`src/rtl/game_counter_gen2.sv`:
```
// game_counter_gen2: second-generation game counter.
// Holds a COUNTER_SIZE-bit score stepped by +1/+2/-1/-2 while enabled, pulses
// LOSER at zero and WINNER at all-ones, tallies each outcome and latches a
// sticky game-over result once either tally reaches TALLY_LIMIT.
// Optional feature macro: GAME_CNT_SAT_EN selects saturating arithmetic
// (clamp at 0 and MAX); without it the score wraps modulo 2^COUNTER_SIZE.
module game_counter_gen2 #(
    parameter int COUNTER_SIZE = 4,
    parameter int TALLY_SIZE   = 4,
    parameter int TALLY_LIMIT  = 15
) (
    input  logic                    clk,
    input  logic                    rst_l,
    input  logic                    INIT,
    input  logic [COUNTER_SIZE-1:0] loadValue,
    input  logic [1:0]              ctrl,
    input  logic                    en,
    output logic [COUNTER_SIZE-1:0] count,
    output logic                    LOSER,
    output logic                    WINNER,
    output logic                    GAMEOVER,
    output logic [1:0]              WHO
);

    typedef enum logic [1:0] {
        IDLE = 2'd0,
        RUN  = 2'd1,
        OVER = 2'd2
    } state_t;

    localparam logic [COUNTER_SIZE-1:0] MAX     = '1;
    localparam logic [TALLY_SIZE-1:0]   LIMIT_T = TALLY_SIZE'(TALLY_LIMIT);

    state_t                  state;
    logic [TALLY_SIZE-1:0]   win_tally;
    logic [TALLY_SIZE-1:0]   lose_tally;
    logic [TALLY_SIZE-1:0]   win_inc;
    logic [TALLY_SIZE-1:0]   lose_inc;
    logic [COUNTER_SIZE-1:0] step;
    logic [COUNTER_SIZE-1:0] count_next;
    logic                    hit_zero;
    logic                    hit_max;
`ifdef GAME_CNT_SAT_EN
    logic [COUNTER_SIZE:0]   up_sum;
`endif

    // Next score for the selected step, plus the flag and tally lookahead values
    always_comb begin
        step = ctrl[0] ? COUNTER_SIZE'(2) : COUNTER_SIZE'(1);
`ifdef GAME_CNT_SAT_EN
        up_sum = {1'b0, count} + {1'b0, step};
        if (!ctrl[1]) begin
            count_next = up_sum[COUNTER_SIZE] ? MAX : up_sum[COUNTER_SIZE-1:0];
        end else begin
            count_next = (count < step) ? '0 : (count - step);
        end
`else
        count_next = ctrl[1] ? (count - step) : (count + step);
`endif
        hit_zero = (count_next == '0);
        hit_max  = (count_next == MAX);
        win_inc  = win_tally + TALLY_SIZE'(1);
        lose_inc = lose_tally + TALLY_SIZE'(1);
    end

    // Game state machine with all outputs registered; INIT overrides any state
    always_ff @(posedge clk or negedge rst_l) begin
        if (!rst_l) begin
            state      <= IDLE;
            count      <= '0;
            win_tally  <= '0;
            lose_tally <= '0;
            LOSER      <= 1'b0;
            WINNER     <= 1'b0;
            GAMEOVER   <= 1'b0;
            WHO        <= 2'b00;
        end else if (INIT) begin
            state      <= RUN;
            count      <= loadValue;
            win_tally  <= '0;
            lose_tally <= '0;
            LOSER      <= 1'b0;
            WINNER     <= 1'b0;
            GAMEOVER   <= 1'b0;
            WHO        <= 2'b00;
        end else begin
            case (state)
                IDLE: begin
                    state <= IDLE;
                end
                RUN: begin
                    LOSER  <= 1'b0;
                    WINNER <= 1'b0;
                    if (en) begin
                        count <= count_next;
                        if (hit_zero) begin
                            LOSER      <= 1'b1;
                            lose_tally <= lose_inc;
                            if (lose_inc == LIMIT_T) begin
                                GAMEOVER <= 1'b1;
                                WHO      <= 2'b01;
                                state    <= OVER;
                            end
                        end
                        if (hit_max) begin
                            WINNER    <= 1'b1;
                            win_tally <= win_inc;
                            if (win_inc == LIMIT_T) begin
                                GAMEOVER <= 1'b1;
                                WHO      <= 2'b10;
                                state    <= OVER;
                            end
                        end
                    end
                end
                OVER: begin
                    LOSER  <= 1'b0;
                    WINNER <= 1'b0;
                end
                default: begin
                    state <= IDLE;
                end
            endcase
        end
    end

endmodule

```
`config.mk`:
```
export PLATFORM = sky130hd
export DESIGN_NAME = game_counter_gen2
export DESIGN_NICKNAME = d
export VERILOG_FILES = /design/src/rtl/game_counter_gen2.sv
export SDC_FILE = /design/constraint.sdc
export NUM_CORES = 1
export LEC_CHECK = 0
export BUFFER_PORTS_ARGS = -buffer_cell sky130_fd_sc_hd__buf_2
export CAP_MARGIN = 20
export CORE_MARGIN = 3
export CORE_UTILIZATION = 30
export CTS_BUF_LIST = sky130_fd_sc_hd__clkbuf_4
export CTS_CLUSTER_DIAMETER = 40
export DETAILED_ROUTE_END_ITERATION = 10
export GPL_TIMING_DRIVEN = 1
export PLACE_DENSITY = 0.54
export SLEW_MARGIN = 40
export SYNTH_ARGS = -nofsm -noshare
export SYNTH_HDL_FRONTEND = slang
export SYNTH_SLANG_ARGS = --single-unit
```
`constraint.sdc`:
```
create_clock -name clk -period 2.54 [get_ports clk]
set_input_delay 0.635 -clock clk [delete_from_list [all_inputs] [get_ports clk]]
set_output_delay 0.635 -clock clk [all_outputs]
set_load 0.02 [all_outputs]
```
# Word-level counts from Yosys, hierarchy flattened

Cells that the tools add are included.

Bits in registers: 19
Logic and storage cells: 71
Input port bits: 10
Output and inout port bits: 9

$add $sub $neg: 4
Equal/unequal tests: 7
Multiplexer cells: 42
Reduce and logical (&&, ||, !) cells: 10

Operators with widths:

| cell                                                | number |
|---|---|
| two-way mux 4 bit                                   | 12 |
| two-way mux 2 bit                                   | 14 |
| two-way mux 1 bit                                   | 13 |
| equality test 4 bit, second input constant          | 3 |
| adder 4 x 1 -> 4 bit, second input constant         | 2 |
| nonzero test 2 bit                                  | 4 |
| AND reduction 3 bit                                 | 2 |
| adder 4 x 2 -> 4 bit                                | 1 |
| zero test 4 bit                                     | 1 |
| one-hot mux 1 bit (2 select lines)                  | 2 |
| one-hot mux 2 bit (2 select lines)                  | 1 |
| AND reduction 2 bit                                 | 2 |
| subtractor 4 x 2 -> 4 bit                           | 1 |
| != test 3 bit, second input constant                | 1 |
| nonzero test 3 bit                                  | 1 |
| equality test 2 x 1 -> 1 bit, second input constant | 1 |
| equality test 2 bit, second input constant          | 1 |
| != test 2 bit, second input constant                | 1 |

# Longest topological paths before layout

Gate-level depths: netlist (run 1).

Depth after elaboration: 10
Gate-level depth with buffers: 8
Mapped depth without buffers: 8

# Least setup slack after synthesis (run 1)

OpenSTA, ideal clock, no wires.

Path kind: input -> register
Start point: in ctrl[1]
End point: reg win_tally[2]
Stages on the path: 8
Data arrival time: 2.372 ns
Slack: 0.043 ns
Path buffers: 0
Data required time: 2.415 ns
Library setup time: 0.125 ns
Cell sequence: nor2b_1 inv_1 fa_1 xor2_1 nor3_2 nor4b_4 nand2_2 mux2_4

Cells in the longest elaborated chain, start to end: 4

RTL lines:

| element                              | line | source |
|---|---|---|
| start: declaration                   | 16   | `input logic [1:0] ctrl,` |
| two-way mux 4 bit                    | 58   | `count_next = ctrl[1] ? (count - step) : (count + step);` |
| equality test 4 bit                  | 61   | `hit_max = (count_next == MAX);` |
| nonzero test 2 bit (no source line)  | n/a  |  |
| AND reduction 3 bit (no source line) | n/a  |  |
| end signal: assignment               | 107  | `win_tally <= win_inc;` |
| end: declaration                     | 35   | `logic [TALLY_SIZE-1:0] win_tally;` |

No other way between the ends.
A chain may end at the register's enable or synchronous reset.

# Worst setup path in the final report (run 1)

Start point: in ctrl[1]
End point: reg win_tally[1]

Same word-level chain as after synthesis.

==> metrics, run 1 <==
Critical Path Fanout Max 4; Initial Utilization 32.6%; net count after synthesis 151; yosys warns 0; Post-synth EDFFs 0; dpl ws -46.2 ps; worst hold path type input pin to async pin; Comb pwr share 29.1%; vias per inst 4.89; Longest Clk Path Bufs 2; Port Buffer Count 18; Max-slew headroom 69.2%; P_sw 0.000231 W; Area Growth Syn to Fin 16.9%; leakage 0.662 nW; RSZ-0062 raised after global routing false; Slowest cell on crit path fa_1; crit path DAT 2480 ps; switching part of the total 32.8%; syn avg cell area 9.37 um^2; Setup crit end kind register; max cap viols 0; Initial DRT Pass Iterations 4; gpl congestion 0.760; H-tree depth 1; top post-synthesis cells by count 19 x dfrtp_1, 15 x nor2_1, 10 x a21oi_1, 10 x inv_1, 9 x nand2_1; Max rail drop VDD 0.187 mV; cell row count 22; Non-Filler Instances 205; grt total ovfl 0; Final Hold Fails 0; Worst Max-Slew Pin Slew 463 ps; Hold Slack 271 ps; Most used DFF post-synth dfrtp_1; Synth cell types 36; routed wire length 2.62 mm; sequential fraction of the synthesis area 38.2%; ANT nets after route 0; startpoint types input pin; root buf cell clkbuf_4; die area 4960 um^2; async set-reset flop share out of synthesis 100%; initial antenna violation count 0; Yosys top cell area share 38.2%; R2R setup slack 360 ps; vias in the first global route 1,071; status complete, no violations; FMAX 0.442 GHz; Yosys reg bits 19; Synth Cell Area 1250 um^2; Period minus WS final 2260 ps; WL/cell 12.8 um; Setup Fix Bufs, Post-CTS 0; HPWL Detailed 2.05 mm; Placed Instances 201; cell accounting for the most synthesized area dfrtp_1; Synth Instances 133; power density over cell area 482 nW/um^2; first-pass GRT wire length 4.89 mm; Die W 70.5 um; worst path cell trace buf_2 -> nor2b_1 -> inv_1 -> fa_1 -> xor2_1 -> nor3_2 -> nor4b_4 -> buf_4 -> nor2_1 -> a211oi_1; Hold Buf Count CTS 0; CTS tree built; Remaining DRCs 0; Int Pwr 0.000472 W; post_cts resized 0; ANT cells 0; Worst Path Required 2760 ps; Tcrit/Tclk final 89.2%; fill count 401; post-route clock skew 1.05 ps; CP peak stage delay 440 ps; clock network power share 23.8%; top-count cell post-synth dfrtp_1; Total Routing Usage GR 11.9%; final setup vio count 0; Die H 70.5 um; Flop pwr share 47.1%; Reg clk slew, reported paths 110 ps; Synth area leaders dfrtp_1 38%, ha_1 7.0%, nor2_1 4.5%; fin. max-slew vios 0; final core utilization 38.1%; # IOs 19; CTS Buf Count 3; Clock Sinks 19; Layout Nets 176; Initial DRC Count 33; core area 3830 um^2; Clock Latency Late Sink 300 ps; vias 1,003; share of layout cells above drive strength 1 26.8%; worst setup path class input pin to register; Final WS setup 275 ps; largest net degree at the start of global routing 28
worst paths after layout:
check / to / from / cells after the start
max in group asynchronous: lose_tally[2]$_DFFE_PN0P_ / rst_l / 1
min in group clk: GAMEOVER$_DFFE_PN0P_ / GAMEOVER$_DFFE_PN0P_ / 2
min: LOSER$_DFFE_PN0P_ / rst_l / 1
min reg2reg: GAMEOVER$_DFFE_PN0P_ / GAMEOVER$_DFFE_PN0P_ / 2
max: win_tally[1]$_DFFE_PN0P_ / ctrl[1] / 10
max reg2reg: win_tally[1]$_DFFE_PN0P_ / count[0]$_DFFE_PN0P_ / 9
cell families after synthesis:
group / after synthesis / synth area share (%)
compound gates: 34 / 17.7
xor+xnor: 8 / 5.62
fa+ha+maj: 8 / 8.63
buf+inv: 14 / 4.22
flops: 19 / 38.2
mux: 4 / 3.81
simple gates: 46 / 21.9
flip-flops by register name (all words and copies together), names as in the netlist:
register,flops
count,4
lose_tally,4
win_tally,4
WHO,2
state,2
GAMEOVER,1
LOSER,1
WINNER,1
power by group through the flow:
stage	combinational (W)	sequential [W]	clock, W
finish	0.000204	0.000331	0.000167
global route	0.000231	0.000333	0.000194
CTS	0.000207	0.000331	0.000178
detailed placement	0.000206	0.000336	0
global placement	0.000202	0.000336	0
floorplan	0.000133	0.000346	0
layout make-up:
class	count	area (um^2)	share of cell area, %
clock buffers	4	30.0	2.06
inverters	10	37.5	2.58
multi-input cells	100	718	49.3
flip-flops and latches	19	475	32.6
well taps	48	60.1	4.12
repair buffers	24	135	9.28
metal layers:
| layer | up-vias | share of wire, % | global-route usage (%) |
|---|---|---|---|
| met2 | 14 | 45 | 18.4 |
| met1 | 474 | 50 | 16.6 |
| met4 | 0 | 0.92 | 3.19 |
| met5 | - | 0 | 0 |
| li1 | 511 | - | - |
| met3 | 4 | 3.8 | 2.88 |
through the flow:
stage / setup TNS (ps) / instance area, um^2 / total power, W
6_report: 0 / 1460 / 0.000702
3_5_place_dp: -172 / 1430 / 0.000542
3_3_place_gp: 0 / 1430 / 0.000537
5_1_grt: 0 / 1460 / 0.000758
2_1_floorplan: 0 / 1250 / 0.000480
4_1_cts: 0 / 1460 / 0.000716
critical path: cells and delay by family:
kind | cells | cell delay [ps]
compound gates | 1 | 200
fa+ha+maj | 1 | 440
buf+inv | 3 | 350
simple gates | 4 | 670
xor+xnor | 1 | 180
placed cells by master (no fill, tap or decap), drive strengths merged:
cell and instances:
o21ai 9, clkbuf 4, o21bai 1, o31ai 1, nor2 15, and3 1
fa 1, nand2 10, nor2b 4, mux2i 1, ha 7, or2 1
nor4b 1, o2111a 1, a21oi 12, a21boi 1, buf 24, nand3 4
a211oi 2, nor3 2, and3b 2, xor2 2, a21o 1, or3 1
a21bo 1, nand3b 3, inv 10, and4b 2, xnor2 6, o211ai 5
dfrtp 19, mux2 3
(Power assumes the default switching activity.)
==> inputs of run 2 (changes only) <==
Settings changed: ABC_AREA set to 1.
==> run 2 against run 1 <==
  * Combinational power increased by 4%
  * Power increased by 1.2%
  * Sequential power about the same
  * Critical path depth unchanged
  * Final cell count increased by 13%
  * Largest power group unchanged
  * Highest routed layer unchanged
==> metrics, run 2 <==
die area 4900 um^2 (-1.4%); HPWL Detailed 2.10 mm (+2.1%); CTS tree built; final core utilization 37.1% (-0.94 points); Final Hold Fails 0 (unchanged); Layout Nets 203 (+15%); Max rail drop VDD 0.246 mV (+31%); vias in the first global route 1,025 (-4.3%); Initial Utilization 32.3% (-0.26 points); H-tree depth 1 (unchanged); ANT cells 0 (unchanged); routed wire length 2.64 mm (+0.69%); share of layout cells above drive strength 1 16.8% (-9.9 points); gpl congestion 0.791 (+4.1%); # IOs 19 (unchanged); final setup vio count 0 (unchanged); ANT nets after route 0 (unchanged); root buf cell clkbuf_4; Die W 70.0 um (-0.69%); Synth area leaders dfrtp_1 39%, nand2_1 14%, nand3_1 8.6%; most frequent cells in the layout 46 x nand2_1, 27 x inv_1, 21 x nand3_1; Yosys reg bits 19 (unchanged); leakage 0.748 nW (+13%); GR Util met2 19.0% (+0.59 points); met1 GRT Util 15.2% (-1.4 points); core area 3800 um^2 (-0.72%); setup_tns 0 ps (unchanged); vias per inst 4.67 (-4.5%); yosys warns 0 (unchanged); syn avg cell area 7.58 um^2 (-19%); Tcrit/Tclk final 84.7% (-4.4 points); Post-synth EDFFs 0 (unchanged); Die H 70.0 um (-0.69%); Area after DPL 1380 um^2 (-3.2%); FF-to-FF path depth 8 (-1); final instance area 1410 um^2 (-3.2%); Period minus WS final 2150 ps (-112 ps); Longest Clk Path Bufs 2 (unchanged); WL/cell 11.4 um (-11%); fill count 408 (+1.7%); Synth cell types 22 (-39%); async set-reset flop share out of synthesis 100% (unchanged); Largest regs count: 4 flops, lose_tally: 4 flops, win_tally: 4 flops; fin. max-slew vios 0 (unchanged); vias 1,084 (+8.1%); Critical Path Fanout Max 5 (+1); Worst Max-Slew Pin Slew 438 ps (-24.5 ps); Setup Fix Bufs, Post-CTS 0 (unchanged); Reg clk slew, reported paths 110 ps (about the same); Final WS setup 387 ps (+112 ps); FMAX 0.465 GHz (+5.2%); post-route clock skew 6.65 ps (+5.61 ps); Hold Buf Count CTS 0 (unchanged); crit path DAT 2330 ps (-150 ps); Reg-to-Reg End win_tally[0]$_DFFE_PN0P_; cell row count 22 (unchanged); Initial DRC Count 43 (+30%); Total Routing Usage GR 11.7% (-0.21 points); Port Buffer Count 18 (unchanged); worst hold path type input pin to async pin; grt total ovfl 0 (unchanged); Area Growth Syn to Fin 14.9%; initial antenna violation count 0 (unchanged); top-count cell post-synth nand2_1; max cap viols 0 (unchanged); Setup crit end kind register; startpoint types input pin; largest net degree at the start of global routing 20 (-29%); Most used DFF post-synth dfrtp_1; Clock Sinks 19 (unchanged); first-pass GRT wire length 4.67 mm (-4.4%); status complete, no violations; net count after synthesis 180 (+19%); cell accounting for the most synthesized area dfrtp_1; Yosys top cell area share 38.7% (+0.58 points); Remaining DRCs 0 (unchanged); RSZ-0062 raised after global routing false; Clock Latency Late Sink 300 ps (about the same); power density over cell area 504 nW/um^2 (+4.5%); dpl ws 80.6 ps (+127 ps); most common cell after layout, fill and taps aside nand2_1; met3 Usage GRT 3.88% (+1.0 points); Max-slew headroom 70.8% (+1.6 points); R2R setup slack 480 ps (+120 ps); top post-synthesis cells by count 46 x nand2_1, 27 x inv_1, 21 x nand3_1; Synth Instances 162 (+22%); Synth Cell Area 1230 um^2 (-1.5%); worst setup path class input pin to register; Most Crowded Layer GR met2; reg2reg start count[0]$_DFFE_PN0P_; Initial DRT Pass Iterations 4 (unchanged); sequential fraction of the synthesis area 38.7% (+0.58 points); Worst Path Required 2720 ps (-40 ps); CTS Buf Count 3 (unchanged); post_cts resized 0 (unchanged)
run 2: critical path: stages:
cell	delay (ps)
buf_2	110
inv_1	60
nor2_1	130
inv_1	70
fa_1	500
or2_2	320
nor2_4	160
nand3_1	160
nand3_1	100
o21ai_0	80
run 2: area by class of cell:
class | count | area (um^2) | area share (%)
clock buffer | 4 | 30.0 | 2.13
inverter | 27 | 101 | 7.19
sequential | 19 | 475 | 33.7
tap | 48 | 60.1 | 4.26
multi-input combinational | 115 | 646 | 45.8
timing repair buffer | 19 | 97.6 | 6.92
run 2: cells by family (layout without fill, tap and decap cells):
| group | Yosys count | in the layout | synth area share (%) |
|---|---|---|---|
| AO/OA/AOI/OAI | 16 | 16 | 7.44 |
| XOR/XNOR | 1 | 1 | 1.33 |
| adder cells (fa/ha/maj) | 8 | 8 | 8.77 |
| buffers and inverters | 28 | 50 | 8.66 |
| flip-flops | 19 | 19 | 38.7 |
| AND/OR/NAND/NOR | 90 | 90 | 35.1 |
run 2: how the worst max path moves through the flow:
stage | end | from | slack [ps]
5_1_grt | win_tally[3]$_DFFE_PN0P_ | ctrl[1] | 280
3_5_place_dp | win_tally[0]$_DFFE_PN0P_ | ctrl[1] | 80
3_3_place_gp | win_tally[0]$_DFFE_PN0P_ | ctrl[1] | 120
4_1_cts | win_tally[1]$_DFFE_PN0P_ | ctrl[1] | 390
2_1_floorplan | win_tally[0]$_DFFE_PN0P_ | ctrl[1] | 370
6_report | win_tally[0]$_DFFE_PN0P_ | ctrl[1] | 390
run 2: through the flow:
step | hold WS, ps | power (W) | cells
floorplan | 339 | 0.000495 | 162
global placement | 478 | 0.000550 | 228
detailed placement | 489 | 0.000553 | 228
CTS | 270 | 0.000723 | 232
global route | 275 | 0.000764 | 232
finish | 257 | 0.000711 | 232
run 2: power breakdown:
part           internal [W]  total, W  switching, W
Combinational     0.0000724  0.000212      0.000140
Sequential         0.000317  0.000332     0.0000147
Clock             0.0000718  0.000166     0.0000946
run 2: metal layers:
metal	vias to the layer above	share of wire, %
li1	565	-
met2	20	48
met1	497	46
met4	0	0.64
met5	-	0
met3	2	5.3
==> inputs of run 3 (changes only) <==
Settings changed: PLACE_DENSITY 0.54 to 0.55.
Clock period 2.54 ns to 1.85 ns, I/O delays scaled along.
==> run 3 against run 2 <==
  * The flow now finishes with violations (setup timing)
  * Clock power up 36%
  * Core utilization up 2.8 points
  * Worst setup slack worse by 420 ps
  * Global-route usage up 0.85 points
  * Clock skew is 3.7 ps higher
  * Sequential share of layout area is 2.3 points lower
  * Count of clock-buffer cells in the layout unchanged
  * Largest cell class unchanged
  * Highest routed layer unchanged
==> metrics, run 3 (synthesis results as in run 2) <==
post-route clock skew 10.3 ps (+3.66 ps); Worst Path Required 2030 ps (-690 ps); FF-to-FF path depth 8 (unchanged); Initial DRC Count 31 (-28%); worst hold path type input pin to async pin; FMAX 0.530 GHz; Reg clk slew, reported paths 110 ps (about the same); Placed Instances 231 (+1.3%); Largest regs count: 4 flops, lose_tally: 4 flops, win_tally: 4 flops; Setup crit end kind register; CTS tree built; ANT cells 0 (unchanged); leakage 0.775 nW (+3.6%); ANT nets after route 0 (unchanged); first-pass GRT wire length 5.00 mm (+7.1%); gpl congestion 0.779 (-1.5%); Remaining DRCs 0 (unchanged); share of layout cells above drive strength 1 27.9% (+11 points); final setup vio count 6 (+6); Final Hold Fails 0 (unchanged); largest net degree at the start of global routing 20 (unchanged); final core utilization 40.0% (+2.8 points); Total Routing Usage GR 12.6% (+0.85 points); RSZ-0062 raised after global routing true; Non-Filler Instances 238 (+2.6%); fin. max-slew vios 0 (unchanged); worst setup path class register to register; CTS Buf Count 3 (unchanged); status complete, but fails checks; Die W 70.0 um (unchanged); reg2reg start count[0]$_DFFE_PN0P_; initial antenna violation count 0 (unchanged); Period minus WS final 1890 ps; H-tree depth 1 (unchanged); vias per inst 4.84 (+3.6%); max cap viols 0 (unchanged); WL/cell 12.2 um (+7.2%); root buf cell clkbuf_4; routed wire length 2.90 mm (+9.9%); Port Buffer Count 18 (unchanged); Die H 70.0 um (unchanged); Layout Nets 209 (+3.0%); power density over cell area 694 nW/um^2 (+38%); Max-slew headroom 70.4% (-0.45 points); most common cell after layout, fill and taps aside nand2_1; Clock Latency Late Sink 300 ps (about the same); HPWL Detailed 2.23 mm (+6.4%); fill count 398 (-2.5%); vias 1,152 (+6.3%); dpl ws -272 ps (-353 ps); startpoint types register; Worst Max-Slew Pin Slew 445 ps (+6.75 ps); Reg-to-Reg End WHO[1]$_DFFE_PN0P_; # IOs 19 (unchanged); most frequent cells in the layout 43 x nand2_1, 23 x inv_1, 18 x dfrtp_1, 18 x nand3_1, 18 x buf_2; cell row count 22 (unchanged); Area Growth Syn to Fin 23.6%; final instance area 1520 um^2 (+7.6%); Design Power 0.00105 W (+48%); Final WS setup -35.6 ps (-423 ps); Critical Path Fanout Max 7 (+2); Longest Clk Path Bufs 2 (unchanged); core area 3800 um^2 (unchanged); Hold Buf Count CTS 0 (unchanged); Clock Sinks 19 (unchanged); Slowest cell on crit path fa_2; CP peak stage delay 560 ps (+60 ps); crit path DAT 2070 ps (-260 ps); Tcrit/Tclk final 102%; vias in the first global route 1,132 (+10%); Max rail drop VDD 0.282 mV (+15%); failing checks setup timing; grt total ovfl 0 (unchanged); Area after DPL 1430 um^2 (+3.9%); worst path cell trace inv_2 -> ha_4 -> fa_2 -> nand2_2 -> nor2_4 -> nand3_2 -> o21bai_1 -> nand2_1; R2R setup slack -40 ps (-520 ps); die area 4900 um^2 (unchanged); Initial DRT Pass Iterations 4 (unchanged); Initial Utilization 32.3% (unchanged)
[run 3: cell types whose count changed in the layout (fill, tap and decap cells not counted), sizes merged]
| cell | previous run | this run |
|---|---|---|
| buf | 19 | 25 |
[run 3: metal layers]
metal	track usage (%)	vias up	share of wire [%]
li1	-	581	-
met1	15.9	540	46
met2	20.8	27	49
met3	3.88	4	3.9
met4	3.19	0	1.2
met5	0	-	0
[run 3: worst max-delay path by stage]
| stage | slack (ps) | startpoint | endpoint |
|---|---|---|---|
| after global placement | -230 | ctrl[1] | WHO[1]$_DFFE_PN0P_ |
| final | -40 | count[0]$_DFFE_PN0P_ | WHO[1]$_DFFE_PN0P_ |
| after floorplan | 8 | ctrl[0] | WHO[0]$_DFFE_PN0P_ |
| after CTS | -20 | count[0]$_DFFE_PN0P_ | WHO[0]$_DFFE_PN0P_ |
| after global routing | -130 | count[0]$_DFFE_PN0P_ | GAMEOVER$_DFFE_PN0P_ |
| after detailed placement | -270 | ctrl[1] | WHO[1]$_DFFE_PN0P_ |
[run 3: final cells by class]
class / count / area, um^2 / area share (%)
multi-input combinational: 115 / 707 / 46.6
sequential: 19 / 477 / 31.4
timing repair buffer: 25 / 143 / 9.40
inverter: 27 / 101 / 6.68
tap: 48 / 60.1 / 3.96
clock buffer: 4 / 30.0 / 1.98
[run 3: per-stage QoR]
stage / hold slack, ps / TNS (ps)
after floorplan: 167 / 0
after global placement: 427 / -2550
after detailed placement: 434 / -3130
after CTS: 96.5 / -51.4
after global routing: 102 / -1330
final: 88.7 / -82.3
[run 3: power breakdown]
part | internal [W] | switching (W) | total [W] | leakage (nW)
Sequential | 0.000436 | 0.0000195 | 0.000456 | 0.249
Clock | 0.0000986 | 0.000127 | 0.000226 | 0.0184
Combinational | 0.000145 | 0.000227 | 0.000371 | 0.507
Total | 0.000679 | 0.000374 | 0.00105 | 0.775
[run 3: timing repair]
item	CTS	global route
setup buffers	2	1
endpoints found under the setup margin	10	15
resized for setup	6	5
pin swaps	4	2
[run 3: critical path, delay by kind of cell, from the launching register on]
family,cells,cell delay [ps]
fa+ha+maj,2,710
simple gates,4,490
flops,1,380
compound gates,1,160
buf+inv,1,40
